[config.mk]
export PLATFORM = sky130hd
export DESIGN_NAME = sysid_regbank
export DESIGN_NICKNAME = d
export VERILOG_FILES = /design/src/rtl/sysid_pkg.sv /design/src/rtl/sysid_uptime_ctr.sv /design/src/rtl/sysid_regbank.sv
export SDC_FILE = /design/constraint.sdc
export NUM_CORES = 1
export LEC_CHECK = 0
export CORE_ASPECT_RATIO = 2
export CORE_UTILIZATION = 55
export DETAILED_ROUTE_END_ITERATION = 8
export PLACE_DENSITY = 0.93
export SETUP_SLACK_MARGIN = 0.4
export SLEW_MARGIN = 20
export SYNTH_ARGS = -nofsm -noshare
export SYNTH_HDL_FRONTEND = slang
export SYNTH_SLANG_ARGS = --single-unit
[constraint.sdc]
create_clock -name clk -period 4.92 [get_ports clk]
set_clock_uncertainty 0.05 [all_clocks]
set_input_delay 0.984 -clock clk [delete_from_list [all_inputs] [get_ports clk]]
set_output_delay 0.984 -clock clk [all_outputs]
set_load 0.005 [all_outputs]
[src/rtl/sysid_pkg.sv]
// Shared definitions for the system-identification register bank.
// Holds the word address map and the CONTROL register bit positions so the
// top level, the uptime counter and any software-facing test code agree on
// one set of constants.
package sysid_pkg;

    localparam logic [2:0] ADDR_ID      = 3'd0;
    localparam logic [2:0] ADDR_TS      = 3'd1;
    localparam logic [2:0] ADDR_VER     = 3'd2;
    localparam logic [2:0] ADDR_SCRATCH = 3'd3;
    localparam logic [2:0] ADDR_UP_LO   = 3'd4;
    localparam logic [2:0] ADDR_UP_HI   = 3'd5;
    localparam logic [2:0] ADDR_CTRL    = 3'd6;
    localparam logic [2:0] ADDR_CAPS    = 3'd7;

    localparam int CTRL_EN  = 0;
    localparam int CTRL_CLR = 1;

endpackage

[src/rtl/sysid_uptime_ctr.sv]
// Free-running uptime counter with a coherent high-word snapshot.
// Ports:
//   clk       - system clock
//   reset_n   - asynchronous active-low reset
//   en        - count enable (holds when low)
//   clr       - one-cycle clear, wins over en
//   snap      - latch count[UPTIME_W-1:32] into shadow_hi at this edge
//   count     - live counter value
//   shadow_hi - upper counter bits captured by the last snap
module sysid_uptime_ctr #(
    parameter int UPTIME_W = 48
) (
    input  logic                clk,
    input  logic                reset_n,
    input  logic                en,
    input  logic                clr,
    input  logic                snap,
    output logic [UPTIME_W-1:0] count,
    output logic [UPTIME_W-33:0] shadow_hi
);

    localparam logic [UPTIME_W-1:0] ONE = 1;

    // The snapshot uses the pre-increment count, the same value the low
    // word read returns at this edge, so LO/HI pairs are always coherent
    // even across a carry out of bit 31.
    always_ff @(posedge clk or negedge reset_n) begin
        if (!reset_n) begin
            count     <= '0;
            shadow_hi <= '0;
        end else begin
            if (snap) begin
                shadow_hi <= count[UPTIME_W-1:32];
            end
            if (clr) begin
                count <= '0;
            end else if (en) begin
                count <= count + ONE;
            end
        end
    end

endmodule

[src/rtl/sysid_regbank.sv]
// System-identification register bank (Avalon-MM slave).
// Word map: 0 SYSTEM_ID, 1 TIMESTAMP, 2 VERSION, 3 SCRATCH (RW, byte lanes),
// 4 UPTIME_LO (read also snapshots the high bits), 5 UPTIME_HI (snapshot),
// 6 CONTROL (bit0 en, bit1 clr pulse), 7 CAPS.
// Ports:
//   clk, reset_n          - clock and asynchronous active-low reset
//   address, read, write  - Avalon word address and strobes
//   byteenable, writedata - write lanes and data
//   readdata              - registered read data, held between reads
//   readdatavalid         - one-cycle pulse, fixed latency of one clock
//   uptime                - live counter for local hardware timestamping
module sysid_regbank
    import sysid_pkg::*;
#(
    parameter logic [31:0] SYSTEM_ID = 32'h0000_55C7,
    parameter logic [31:0] TIMESTAMP = 32'h0000_0000,
    parameter logic [31:0] VERSION   = 32'h0001_0000,
    parameter logic [31:0] CAPS      = 32'h0000_0000,
    parameter int          UPTIME_W  = 48
) (
    input  logic                clk,
    input  logic                reset_n,
    input  logic [2:0]          address,
    input  logic                read,
    input  logic                write,
    input  logic [3:0]          byteenable,
    input  logic [31:0]         writedata,
    output logic [31:0]         readdata,
    output logic                readdatavalid,
    output logic [UPTIME_W-1:0] uptime
);

    // The high-word snapshot path assumes at least one bit above 31 and at
    // most a 32-bit high word.
    generate
        if (UPTIME_W < 33 || UPTIME_W > 64) begin : g_bad_width
            $error("sysid_regbank: UPTIME_W must be in 33..64");
        end
    endgenerate

    logic [31:0]         scratch;
    logic                ctrl_en;
    logic [UPTIME_W-33:0] shadow_hi;
    logic [31:0]         hi_ext;
    logic [31:0]         rd_mux;
    logic                wr_ok;
    logic                ctr_clr;
    logic                ctr_snap;

    // A simultaneous read wins; the write is dropped entirely.
    assign wr_ok = write && !read;

    // CONTROL bits live in byte lane 0, so a clr only counts when that lane
    // is enabled.
    assign ctr_clr  = wr_ok && (address == ADDR_CTRL) && byteenable[0]
                      && writedata[CTRL_CLR];
    assign ctr_snap = read && (address == ADDR_UP_LO);

    sysid_uptime_ctr #(
        .UPTIME_W (UPTIME_W)
    ) u_ctr (
        .clk       (clk),
        .reset_n   (reset_n),
        .en        (ctrl_en),
        .clr       (ctr_clr),
        .snap      (ctr_snap),
        .count     (uptime),
        .shadow_hi (shadow_hi)
    );

    // Zero-extend the snapshot; written as a slice assignment so UPTIME_W
    // of 64 needs no zero-width replication.
    always_comb begin
        hi_ext                 = '0;
        hi_ext[UPTIME_W-33:0]  = shadow_hi;
    end

    always_comb begin
        rd_mux = '0;
        case (address)
            ADDR_ID:      rd_mux = SYSTEM_ID;
            ADDR_TS:      rd_mux = TIMESTAMP;
            ADDR_VER:     rd_mux = VERSION;
            ADDR_SCRATCH: rd_mux = scratch;
            ADDR_UP_LO:   rd_mux = uptime[31:0];
            ADDR_UP_HI:   rd_mux = hi_ext;
            ADDR_CTRL:    rd_mux[CTRL_EN] = ctrl_en;
            ADDR_CAPS:    rd_mux = CAPS;
            default:      rd_mux = '0;
        endcase
    end

    always_ff @(posedge clk or negedge reset_n) begin
        if (!reset_n) begin
            scratch <= '0;
            ctrl_en <= 1'b1;
        end else if (wr_ok) begin
            if (address == ADDR_SCRATCH) begin
                for (int i = 0; i < 4; i++) begin
                    if (byteenable[i]) begin
                        scratch[8*i +: 8] <= writedata[8*i +: 8];
                    end
                end
            end
            if (address == ADDR_CTRL && byteenable[0]) begin
                ctrl_en <= writedata[CTRL_EN];
            end
        end
    end

    // readdata only moves on an accepted read so it holds between pulses.
    always_ff @(posedge clk or negedge reset_n) begin
        if (!reset_n) begin
            readdata      <= '0;
            readdatavalid <= 1'b0;
        end else begin
            readdatavalid <= read;
            if (read) begin
                readdata <= rd_mux;
            end
        end
    end

endmodule

==> impl_metrics.yaml, run 1 <==
worst_setup_path:
  cp_max_fo: 18
  end_kind: "flop"
  cp.arrival_ps: 3710
  crit_type: "in -> reg"
  start_kind: "primary input"
  worstPathRequired_ps: 5170
global_route:
  grt.total_usage: 0.337
  met1_usage: 0.363
  gr-usage-met2: 0.571
  grt_pass1_vias: 5482
  grt_pass1_wl_mm: 29.8
  use_met3: 0.0737
  antenna_found_initial: 0
  grt_max_degree: 66
  overflow: 0
  busiest_layer: "met2"
die:
  die_h_um: 152
  rows: 54
  core-area_mm2: 0.0109
  start_util: 0.569
  die_x_um: 77.2
  dieArea_mm2: 0.0118
  io_pins: 124
sta:
  rsz0062_at_grt: "false"
  fmax_mhz: 288
  setup_slack_ps: 1450
  min_period_over_period: 0.705
  slew_headroom: 0.276
  hold_viol: 0
  tightest_slew_ps: 1080
  report.final.slew_viol_count: 0
  finalSetupTns_ps: 0
  setup_viol: 0
  min_period_ps: 3470
synthesis:
  yosysSeqAreaShare: 0.523
  synth_top_area_cell: "dfrtp_1"
  synth_nets: 650
  ys_ff_latch: 130
  synth_edf_count: 0
  async_reset_ff_frac: 1.00
  synthDominantCellAreaShare: 0.519
  ys.warnings.count: 0
  synthTopCellsByArea: "dfrtp_1, mux2_2, xnor2_1, o22ai_1, inv_1"
  ys_types: 45
  synth.avg_cell_area_um2: 10.3
  synth_cells: 605
  syn_area_mm2: 0.00622
  ys.flop_type: "dfrtp_1"
route:
  ant_nets: 0
  drc: 0
  via_per_inst: 6.32
  initialDrtViolationCount: 514
  drt-total-wl_mm: 18.8
  wl_per_cell_um: 21.6
  dr.pass1.iters: 5
  vias: 5484
clocking:
  clock_path_buffers: 2
  insertion_delay_ps: 420
  postCtsSetupRepairBufs: 0
  holdBufCountCts: 0
  cts-htree-levels: 4
  cts_tree: "built"
  root_buffer: "clkbuf_16"
  cts_buffers: 17
  path_clk_slew_ps: 60
  cts_resized: 0
  clock-sinks: 130
layout:
  final_nets: 761
  final_common_cell: "dfrtp_1"
  mostFrequentLayoutCells: "dfrtp_1, clkdlybuf4s50_1, mux2_2, inv_1, nor2_1"
  fillerInstances: 723
  n_antenna_cell: 0
  drive_above_1_share: 0.135
  syn_to_final_growth_pct: 32.2
run:
  cap_violations: 0
placed_design:
  dp_hpwl_mm: 12.7
  portBuffers: 123
  post-place-ws_ps: 1150
  place.gp.congestion: 1.04
power:
  power_density_mw_per_mm2: 502
  peakVddDrop_uv: 310
  leakage_nw: 3.32
hold_path:
  hp-class: "reg -> reg"
outcome:
  status: "finished, final reports clean"
-- area by class of cell --
class,instances,area [um^2],area share
sequential,130,3250,0.396
multi-input combinational,385,2630,0.319
timing repair buffer,133,1300,0.158
clock buffer,19,453,0.0550
clock inverter,12,229,0.0278
inverter,49,184,0.0224
tap,140,175,0.0213
-- Yosys cell counts, types with 15 or more instances --
| cell | n |
|---|---|
| o22ai_1 | 31 |
| dfrtp_1 | 129 |
| nand2_1 | 31 |
| a22o_1 | 15 |
| mux2_2 | 50 |
| nand4_1 | 18 |
| nand3_1 | 18 |
| xnor2_1 | 25 |
| inv_1 | 49 |
| clkbuf_1 | 30 |
| a22oi_1 | 22 |
| a21oi_1 | 27 |
| nor2_1 | 41 |
-- metal layers --
layer  vias to the layer above  routed length, um
met3                        85               1200
met2                       306               9740
li1                       2394                  -
met5                         -                  0
met1                      2699               6310
met4                         0               1500
-- metrics by stage --
stage / utilization / hold slack, ps / total power [mW] / cell area [um^2] / cells
5_1_grt: 0.752 / 470 / 4.28 / 8230 / 868
6_report: 0.752 / 459 / 4.13 / 8230 / 868
2_1_floorplan: - / 430 / 2.07 / 6220 / 605
4_1_cts: 0.752 / 461 / 4.11 / 8230 / 868
3_3_place_gp: 0.689 / 439 / 2.58 / 7550 / 837
3_5_place_dp: 0.689 / 446 / 2.63 / 7550 / 837
-- state kept, by name, indices dropped and copies added, names as in the netlist --
register,flops
u_ctr.count,48
readdata,32
scratch,32
u_ctr.shadow_hi,16
ctrl_en,1
readdatavalid,1
-- worst max-delay path: stages --
cell and delay [ps]:
clkdlybuf4s50_1 700, nor2b_1 250, and2_0 160, buf_4 250, nor2b_1 580, nand2_1 400
mux2_2 370
-- worst paths after layout --
path	from	endpoint	slack [ps]	cells past startpoint
min in group asynchronous	reset_n	u_ctr.count[32]	610	1
max in group asynchronous	reset_n	readdata[30]	3170	2
min	u_ctr.shadow_hi[1]	u_ctr.shadow_hi[1]	460	1
max	address[2]	scratch[31]	1450	7
min reg2reg	u_ctr.shadow_hi[1]	u_ctr.shadow_hi[1]	460	1
max reg2reg	u_ctr.count[0]	u_ctr.count[40]	2110	6
-- logic make-up (layout without fill, tap and decap cells) --
family	Yosys count	in the layout	share of synthesized area
flip-flops	130	130	0.523
adder cells (fa/ha/maj)	2	2	0.00402
AND/OR/NAND/NOR	177	177	0.151
multiplexers	51	51	0.0921
buffers and inverters	90	213	0.0563
XOR/XNOR	30	30	0.0422
AO/OA/AOI/OAI	125	125	0.132
-- where the power goes --
part           switching [mW]  internal, mW  total [mW]  leakage, nW
clock network           0.470         0.977        1.45        0.322
registers               0.338          1.31        1.65         1.55
logic                   0.485         0.548        1.03         1.45
total                    1.29          2.84        4.13         3.32
Note: power is estimated with default switching activity, not from simulation.
==> run 2: changes to the inputs <==
CORE_UTILIZATION = 52   (was 55)
PLACE_DENSITY = 0.89   (was 0.93)
clock period = 3.3 ns   (was 4.92 ns; I/O delays follow)
==> run 2 against run 1 <==
Effect of this change:
- count of clock-buffer cells in the layout did not move
- die area grew 5.7%
- critical endpoint is now u_ctr.count[40]
- clock power grew 33%
- largest cell class unchanged
- final cell count grew 1.5%
- utilization down 4.6 points
- setup slack got worse by 950 ps
- non-clock buffer count grew 9
- flip-flop and latch count stayed put
==> impl_metrics.yaml, run 2 (synthesis gave the netlist of run 1 again) <==
sta:
  setup_viol: 0
  report.final.slew_viol_count: 0
  tightest_slew_ps: 893
  min_period_over_period: 0.849
  setup_slack_ps: 498
  hold_viol: 0
  rsz0062_at_grt: "false"
  fmax_mhz: 357
  min_period_ps: 2800
  slew_headroom: 0.399
  finalSetupTns_ps: 0
clocking:
  path_clk_slew_ps: 60
  clock_path_buffers: 2
  clock-sinks: 130
  holdBufCountCts: 0
  cts_buffers: 17
  cts_resized: 0
  cts-htree-levels: 4
  postCtsSetupRepairBufs: 0
  cts_tree: "built"
  root_buffer: "clkbuf_16"
  insertion_delay_ps: 410
run:
  cap_violations: 0
worst_setup_path:
  cp_max_fo: 6
  timing.rr.end: "u_ctr.count[40]"
  worstPathRequired_ps: 3580
  start_kind: "flop"
  cp.arrival_ps: 3080
  timing.critical_path.from: "u_ctr.count[0]"
  timing.rr.start: "u_ctr.count[0]"
  crit_end: "u_ctr.count[40]"
  r2r_slack_ps: 500
  end_kind: "flop"
  rr_worst_depth: 6
  crit_type: "reg -> reg"
global_route:
  grt.total_usage: 0.329
  antenna_found_initial: 0
  overflow: 0
  grt_pass1_vias: 5561
  grt_max_degree: 56
  grt_pass1_wl_mm: 29.9
route:
  vias: 5558
  drc: 0
  drt-total-wl_mm: 19.6
  wl_per_cell_um: 22.3
  initialDrtViolationCount: 389
  dr.pass1.iters: 7
  via_per_inst: 6.31
  ant_nets: 0
layout:
  mostFrequentLayoutCells: "dfrtp_1, clkdlybuf4s50_1, mux2_2, inv_1, nor2_1"
  largest_reg_flops: 48
  postLayoutCellArea_mm2: 0.00826
  regMostFlops: "u_ctr.count"
  top_regs: "u_ctr.count x48, readdata x32, scratch x32"
  final_common_cell: "dfrtp_1"
  n_antenna_cell: 0
  post-route-util: 0.706
  drive_above_1_share: 0.145
  final_nets: 770
  fillerInstances: 793
  syn_to_final_growth_pct: 32.6
die:
  core-area_mm2: 0.0117
  die_x_um: 79.4
  io_pins: 124
  dieArea_mm2: 0.0124
  die_h_um: 157
  start_util: 0.532
  rows: 56
outcome:
  status: "finished, final reports clean"
placed_design:
  portBuffers: 123
  dpl_cell_area_mm2: 0.00763
  post-place-ws_ps: 421
  place.gp.congestion: 0.955
  dp_hpwl_mm: 14.1
hold_path:
  hp-class: "in -> async"
power:
  leakage_nw: 3.34
  peakVddDrop_uv: 435
  total_power_mw: 5.96
  power_density_mw_per_mm2: 722
-- run 2: changes by cell type in the layout (fill, tap and decap cells not counted) --
cell / previous run / this run
buf_12: 0 / 2
buf_4: 11 / 18
bufinv_16: 6 / 3
clkinvlp_4: 3 / 4
inv_6: 1 / 2
nor2b_1: 3 / 2
nor2b_2: 0 / 1
-- run 2: where the power goes --
group / total [mW] / internal (mW) / leakage, nW / switching, mW
registers: 2.52 / 1.95 / 1.55 / 0.564
logic: 1.52 / 0.829 / 1.50 / 0.691
clock network: 1.93 / 1.23 / 0.284 / 0.700
total: 5.96 / 4.01 / 3.34 / 1.95
-- run 2: per-stage QoR --
| step | instances | hold slack [ps] |
|---|---|---|
| floorplan | 605 | 314 |
| global placement | 849 | 439 |
| detailed placement | 849 | 445 |
| CTS | 879 | 274 |
| global route | 881 | 294 |
| finish | 881 | 249 |
-- run 2: critical path, cell delays in order, from the launching register on --
cell and delay [ps]:
dfrtp_1 470, ha_1 260, nand4_1 190, or4_1 620, or4_1 630, or3_1 360
a21oi_1 140
-- run 2: final cells by class --
cell class	count	area [um^2]	area share
clock buffer	19	453	0.0549
clock inverter	11	155	0.0188
inverter	49	184	0.0223
multi-input combinational	385	2630	0.319
sequential	130	3250	0.394
tap	145	181	0.0220
timing repair buffer	142	1400	0.169
-- run 2: worst min-delay path by stage --
stage / start / to / slack (ps) / depth (start not counted)
2_1_floorplan: reset_n / readdata[0] / 310 / 0
3_3_place_gp: scratch[29] / scratch[29] / 440 / 1
3_5_place_dp: scratch[20] / scratch[20] / 440 / 1
4_1_cts: reset_n / readdata[20] / 270 / 1
5_1_grt: reset_n / readdata[20] / 290 / 1
6_report: reset_n / readdata[18] / 250 / 1
-- run 2: metal layers --
layer	GRT usage	wire (um)	vias up
met2	0.570	10400	307
met4	0.269	1730	0
li1	-	-	2401
met5	0	0	-
met1	0.336	6400	2745
met3	0.0606	1080	105
==> run 3: changes to the inputs <==
CORE_UTILIZATION = 47   (was 52)
PLACE_DENSITY = 0.86   (was 0.89)
clock period = 2.3 ns   (was 3.3 ns; I/O delays follow)
==> run 3 against run 2 <==
Effect of this change:
- the run now ends with negative setup slack left
- maximum frequency grew 17%
- combinational power rose to 2.6 times the previous value
- worst hold slack better by 210 ps
- power up 73%
- die area up 10%
- critical path depth up 2
- register-to-register slack got worse by 590 ps
- global-route usage rose by 4.4 points
- via count grew 21%
- final area grew 17%
- utilization grew 4.0 points
- final cell count is 14% higher
==> impl_metrics.yaml, run 3 (synthesis gave the netlist of run 1 again) <==
die:
  core-area_mm2: 0.0130
  rows: 59
  dieArea_mm2: 0.0137
  die_x_um: 83.4
  io_pins: 124
  die_h_um: 165
  start_util: 0.479
sta:
  slew_headroom: 0.538
  min_period_ps: 2390
  setup_slack_ps: -93.1
  holdWs_ps: 461
  report.final.slew_viol_count: 0
  hold_viol: 0
  fmax_mhz: 418
  rsz0062_at_grt: "true"
  tightest_slew_ps: 690
  setup_viol: 7
  min_period_over_period: 1.04
global_route:
  grt_pass1_wl_mm: 37.6
  grt_max_degree: 55
  grt.total_usage: 0.374
  grt_pass1_vias: 6508
  antenna_found_initial: 0
  overflow: 0
clocking:
  cts_tree: "built"
  clock_path_buffers: 2
  cts-htree-levels: 4
  path_clk_slew_ps: 60
  clock-sinks: 130
  insertion_delay_ps: 440
  cts_buffers: 17
  root_buffer: "clkbuf_16"
placed_design:
  dp_hpwl_mm: 15.2
  post-place-ws_ps: -214
  dp_cells: 901
  portBuffers: 123
  place.gp.congestion: 0.963
worst_setup_path:
  end_kind: "flop"
  start_kind: "flop"
  crit_type: "reg -> reg"
  cp_max_fo: 8
  cp.arrival_ps: 2640
  worstPathRequired_ps: 2550
layout:
  instances_no_fill: 1001
  top_regs: "u_ctr.count x48, readdata x32, scratch x32"
  n_antenna_cell: 0
  final_nets: 881
  final_common_cell: "dfrtp_1"
  mostFrequentLayoutCells: "dfrtp_1, buf_4, clkdlybuf4s50_1, mux2_2, inv_1"
  regMostFlops: "u_ctr.count"
  drive_above_1_share: 0.340
  largest_reg_flops: 48
  syn_to_final_growth_pct: 55.6
route:
  dr.pass1.iters: 6
  via_per_inst: 6.74
  wl_per_cell_um: 28.2
  ant_nets: 0
  initialDrtViolationCount: 941
  drt-total-wl_mm: 28.2
  vias: 6751
  drc: 0
power:
  leakage_nw: 4.19
  peakVddDrop_uv: 812
  power_density_mw_per_mm2: 1070
hold_path:
  hp-class: "reg -> reg"
outcome:
  failed_checks: "negative setup slack"
  status: "finished with violations"
run:
  cap_violations: 0
run 3: cell types whose count changed in the layout (fill, tap and decap cells not counted), moves of 6 or more:
cell,before,now
buf_6,0,26
nor3_1,12,3
dfrtp_1,129,117
dfrtp_2,0,12
or3_4,0,7
nor3_4,0,8
nor4_4,0,7
dlygate4sd2_1,0,28
buf_4,18,100
clkdlybuf4s50_1,122,85
or3_1,13,6
dlymetal6s2s_1,0,6
nor4_1,12,1
run 3: timing repair:
item	CTS	global route
resized for setup	107	50
hold endpoints to repair	34	0
pin swaps	31	29
setup buffers	46	21
setup endpoints to repair	125	88
hold buffers	1	0
run 3: final cells by class:
class / instances / area (um^2)
well taps: 152 / 190
clock buffers: 18 / 429
inverters: 49 / 184
repair buffers: 253 / 2330
flip-flops and latches: 130 / 3270
fillers: 750 / 3310
multi-input cells: 385 / 3070
clock inverters: 14 / 201
run 3: worst max-delay path, stage by stage (launching register included):
cell     delay [ps]
dfrtp_1         420
buf_4           140
buf_6           110
nand4_1         220
buf_4           230
or4_4           540
nor3_4          250
xnor2_1         190
nor2_1           80
run 3: through the flow:
stage | total power [mW] | area (um^2) | setup TNS (ps) | utilization
floorplan | 4.45 | 6310 | 0 | -
global placement | 6.01 | 8040 | -6470 | 0.619
detailed placement | 6.14 | 8040 | -8210 | 0.619
CTS | 9.50 | 9320 | 0 | 0.717
global route | 10.6 | 9680 | -2260 | 0.745
finish | 10.3 | 9680 | -287 | 0.745
run 3: path summary, 6_finish.rpt:
check | slack (ps) | to | depth (start not counted) | startpoint
setup / recovery | -90 | u_ctr.count[27] | 8 | u_ctr.count[1]
hold / removal | 460 | scratch[27] | 1 | scratch[27]
setup reg to reg | -90 | u_ctr.count[27] | 8 | u_ctr.count[1]
hold reg to reg | 460 | scratch[27] | 1 | scratch[27]
max in group asynchronous | 960 | ctrl_en | 3 | reset_n
min in group asynchronous | 500 | u_ctr.count[10] | 2 | reset_n
run 3: power by group:
part	switching [mW]	internal (mW)	leakage, nW	total (mW)
Combinational	2.03	1.84	2.34	3.88
Sequential	0.648	2.82	1.54	3.46
Clock	1.15	1.83	0.302	2.98
run 3: metal layers:
| metal | GRT usage | wire, um | vias to the layer above | part of all wire |
|---|---|---|---|---|
| met5 | 0 | 0 | - | 0 |
| met4 | 0.346 | 3200 | 0 | 0.11 |
| met3 | 0.0855 | 2740 | 235 | 0.097 |
| met2 | 0.636 | 13700 | 640 | 0.49 |
| met1 | 0.376 | 8540 | 3239 | 0.30 |
| li1 | - | - | 2637 | - |
==> RTL change, RTL diff (settings of run 3) <==
Reset style: synchronous (`reset_n`), changed in 3 clocked blocks. Comments in the files are not updated.
--- a/src/rtl/sysid_uptime_ctr.sv
+++ b/src/rtl/sysid_uptime_ctr.sv
@@ -24,7 +24,7 @@
     // The snapshot uses the pre-increment count, the same value the low
     // word read returns at this edge, so LO/HI pairs are always coherent
     // even across a carry out of bit 31.
-    always_ff @(posedge clk or negedge reset_n) begin
+    always_ff @(posedge clk) begin
         if (!reset_n) begin
             count     <= '0;
             shadow_hi <= '0;
--- a/src/rtl/sysid_regbank.sv
+++ b/src/rtl/sysid_regbank.sv
@@ -90,7 +90,7 @@
         endcase
     end
 
-    always_ff @(posedge clk or negedge reset_n) begin
+    always_ff @(posedge clk) begin
         if (!reset_n) begin
             scratch <= '0;
             ctrl_en <= 1'b1;
@@ -109,7 +109,7 @@
     end
 
     // readdata only moves on an accepted read so it holds between pulses.
-    always_ff @(posedge clk or negedge reset_n) begin
+    always_ff @(posedge clk) begin
         if (!reset_n) begin
             readdata      <= '0;
             readdatavalid <= 1'b0;
Function: differs if reset_n is asserted again (counterexample within 4 cycles, from zero or initial values and one cycle with reset_n low); with reset_n held inactive, the same outputs for 4 cycles.
==> RTL change against run 3 <==
  * Sequential cell count did not move
  * Design area fell by 6.6%
  * Setup slack improved by 140 ps
  * Non-clock buffer count fell by 41
  * Die area fell by 3.3%
  * Area after synthesis fell by 3.4%
  * Wire length fell by 13%
  * Utilization fell by 2.5 points
  * Hold slack got worse by 59 ps
Power is not compared: it rests on default switching activity, and its combinational part moved more than twofold at a synthesized area within 25%.
==> RTL change: results (changes against run 3) <==
{
  "whs_path_depth": {"value": 2, "change": "was 1"},
  "ys_seq_area_share": {"value": 43.3, "unit": "%", "change": "was 52.3%"},
  "reg2regPathDepth": {"value": 7, "change": "was 8"},
  "clkLatencyLatePin": {"value": 420, "unit": "ps", "change": "was 440 ps"},
  "crit-reg2reg-launch": {"value": "u_ctr.count[14]$_SDFFE_PP0P_", "change": "was u_ctr.count[1]$_DFFE_PN0P_"},
  "placed_area": {"value": 0.00769, "unit": "mm2", "change": "was 0.00804 mm2"},
  "grt_first_pass_wirelength": {"value": 32100, "unit": "um", "change": "was 37600 um"},
  "drt_iter0_markers": {"value": 859, "change": "was 941"},
  "dr_wl_met3": {"value": 2180, "unit": "um", "change": "was 2740 um"},
  "synthDistinctLibCells": {"value": 52, "change": "was 45"},
  "min_from": {"value": "u_ctr.shadow_hi[8]$_SDFFE_PN0P_", "change": "was scratch[27]$_DFFE_PN0P_"},
  "run_status": {"value": "completed", "change": "was complete, but fails checks"},
  "detailroute.wirelength.met2": {"value": 12100, "unit": "um", "change": "was 13700 um"},
  "post-dp-hpwl": {"value": 13500, "unit": "um", "change": "was 15200 um"},
  "layout-drive-gt1-share": {"value": 24.8, "unit": "%", "change": "was 34.0%"},
  "postRouteWirelength": {"value": 24500, "unit": "um", "change": "was 28200 um"},
  "num_antenna_cells": {"value": 0, "change": "unchanged"},
  "synthesized_nets": {"value": 717, "change": "was 650"},
  "postSynth.asyncResetShare": {"value": 0, "unit": "%", "change": "was 100%"},
  "met1_length": {"value": 7880, "unit": "um", "change": "was 8540 um"},
  "grt_max_degree": {"value": 66, "change": "was 55"},
  "synthTopCellsByArea": {"value": "sky130_fd_sc_hd__dfxtp_1 43%, sky130_fd_sc_hd__mux2i_1 8.5%, sky130_fd_sc_hd__a21oi_1 4.0%", "change": "was sky130_fd_sc_hd__dfrtp_1 52%, sky130_fd_sc_hd__mux2_2 9.0%, sky130_fd_sc_hd__xnor2_1 3.5%"},
  "place_congestion": {"value": 0.916, "change": "was 0.963"},
  "worst_slew_pin_slew": {"value": 840, "unit": "ps", "change": "was 690 ps"},
  "ys_top_cells_by_count": {"value": "130 x sky130_fd_sc_hd__dfxtp_1, 64 x sky130_fd_sc_hd__nand2_1, 63 x sky130_fd_sc_hd__nor2_1", "change": "was 129 x sky130_fd_sc_hd__dfrtp_1, 50 x sky130_fd_sc_hd__mux2_2, 49 x sky130_fd_sc_hd__inv_1"},
  "post_synth_inst_count": {"value": 673, "change": "was 605"}
}
RTL change: cell types whose count changed after synthesis, sizes merged, moves of 16 or more:
cell and change:
nand2 +33, a21oi +21, nor2 +22, dfrtp -129
dfxtp +130, mux2i +50, o22ai -31, inv -39
mux2 -50, and3b +17, o31ai +16, a22oi -21
xnor2 -22
RTL change: cell families after synthesis:
logic type	after synthesis	share of synthesized area, %
AND/OR/NAND/NOR	284	26.2
buffers and inverters	60	5.01
adder cells (fa/ha/maj)	1	0.208
flip-flops	130	43.3
multiplexers	51	8.49
AO/OA/AOI/OAI	135	15.1
XOR/XNOR	12	1.75
RTL change: critical path, stage by stage:
cell	delay (ps)
sky130_fd_sc_hd__clkdlybuf4s50_1	560
sky130_fd_sc_hd__buf_4	270
sky130_fd_sc_hd__mux2i_1	590
sky130_fd_sc_hd__buf_4	260
sky130_fd_sc_hd__a2bb2oi_1	160
sky130_fd_sc_hd__o2bb2ai_1	70
sky130_fd_sc_hd__and2_1	140
RTL change: cell type report:
cell class	instances	area [um2]
Timing Repair Buffer	212	2080
Clock inverter	14	224
Clock buffer	17	425
Fill cell	796	3510
Sequential cell	130	2690
Inverter	10	37.5
Tap cell	150	188
Multi-Input combinational cell	485	3400
RTL change: final timing paths:
path | end | slack [ps]
hold reg to reg | u_ctr.shadow_hi[8]$_SDFFE_PN0P_ | 400
setup reg to reg | u_ctr.count[46]$_SDFFE_PP0P_ | 280
setup / recovery | readdata[13]$_SDFFE_PN0P_ | 50
hold / removal | u_ctr.shadow_hi[8]$_SDFFE_PN0P_ | 400
RTL change: per-stage QoR:
step	instances	setup slack (ps)	utilization [%]
after floorplan	673	411	-
after global placement	951	73.5	61.3
after detailed placement	951	35.8	61.3
after CTS	997	351	68.9
after global routing	1018	-203	72.0
final	1018	45.6	72.0
RTL change: timing repair:
item	CTS	global route
hold endpoints to repair	0	0
pin swaps	8	13
buffers inserted	14	18
gates resized for setup	82	57
gates cloned	1	3
setup endpoints to repair	69	69
RTL change: power by group through the flow:
stage / logic, uW / clock network, uW / registers, uW
4_1_cts: 339 / 3010 / 2280
3_5_place_dp: 314 / 0 / 2330
5_1_grt: 388 / 3130 / 2270
6_report: 370 / 3020 / 2270
3_3_place_gp: 310 / 0 / 2330
2_1_floorplan: 141 / 0 / 2330
RTL change: layer usage:
metal  GRT usage [%]  vias up
met5            1.67        -
met4            24.0        0
met3            7.25      222
met2            55.6      547
met1            32.7     3159
li1                -     2842
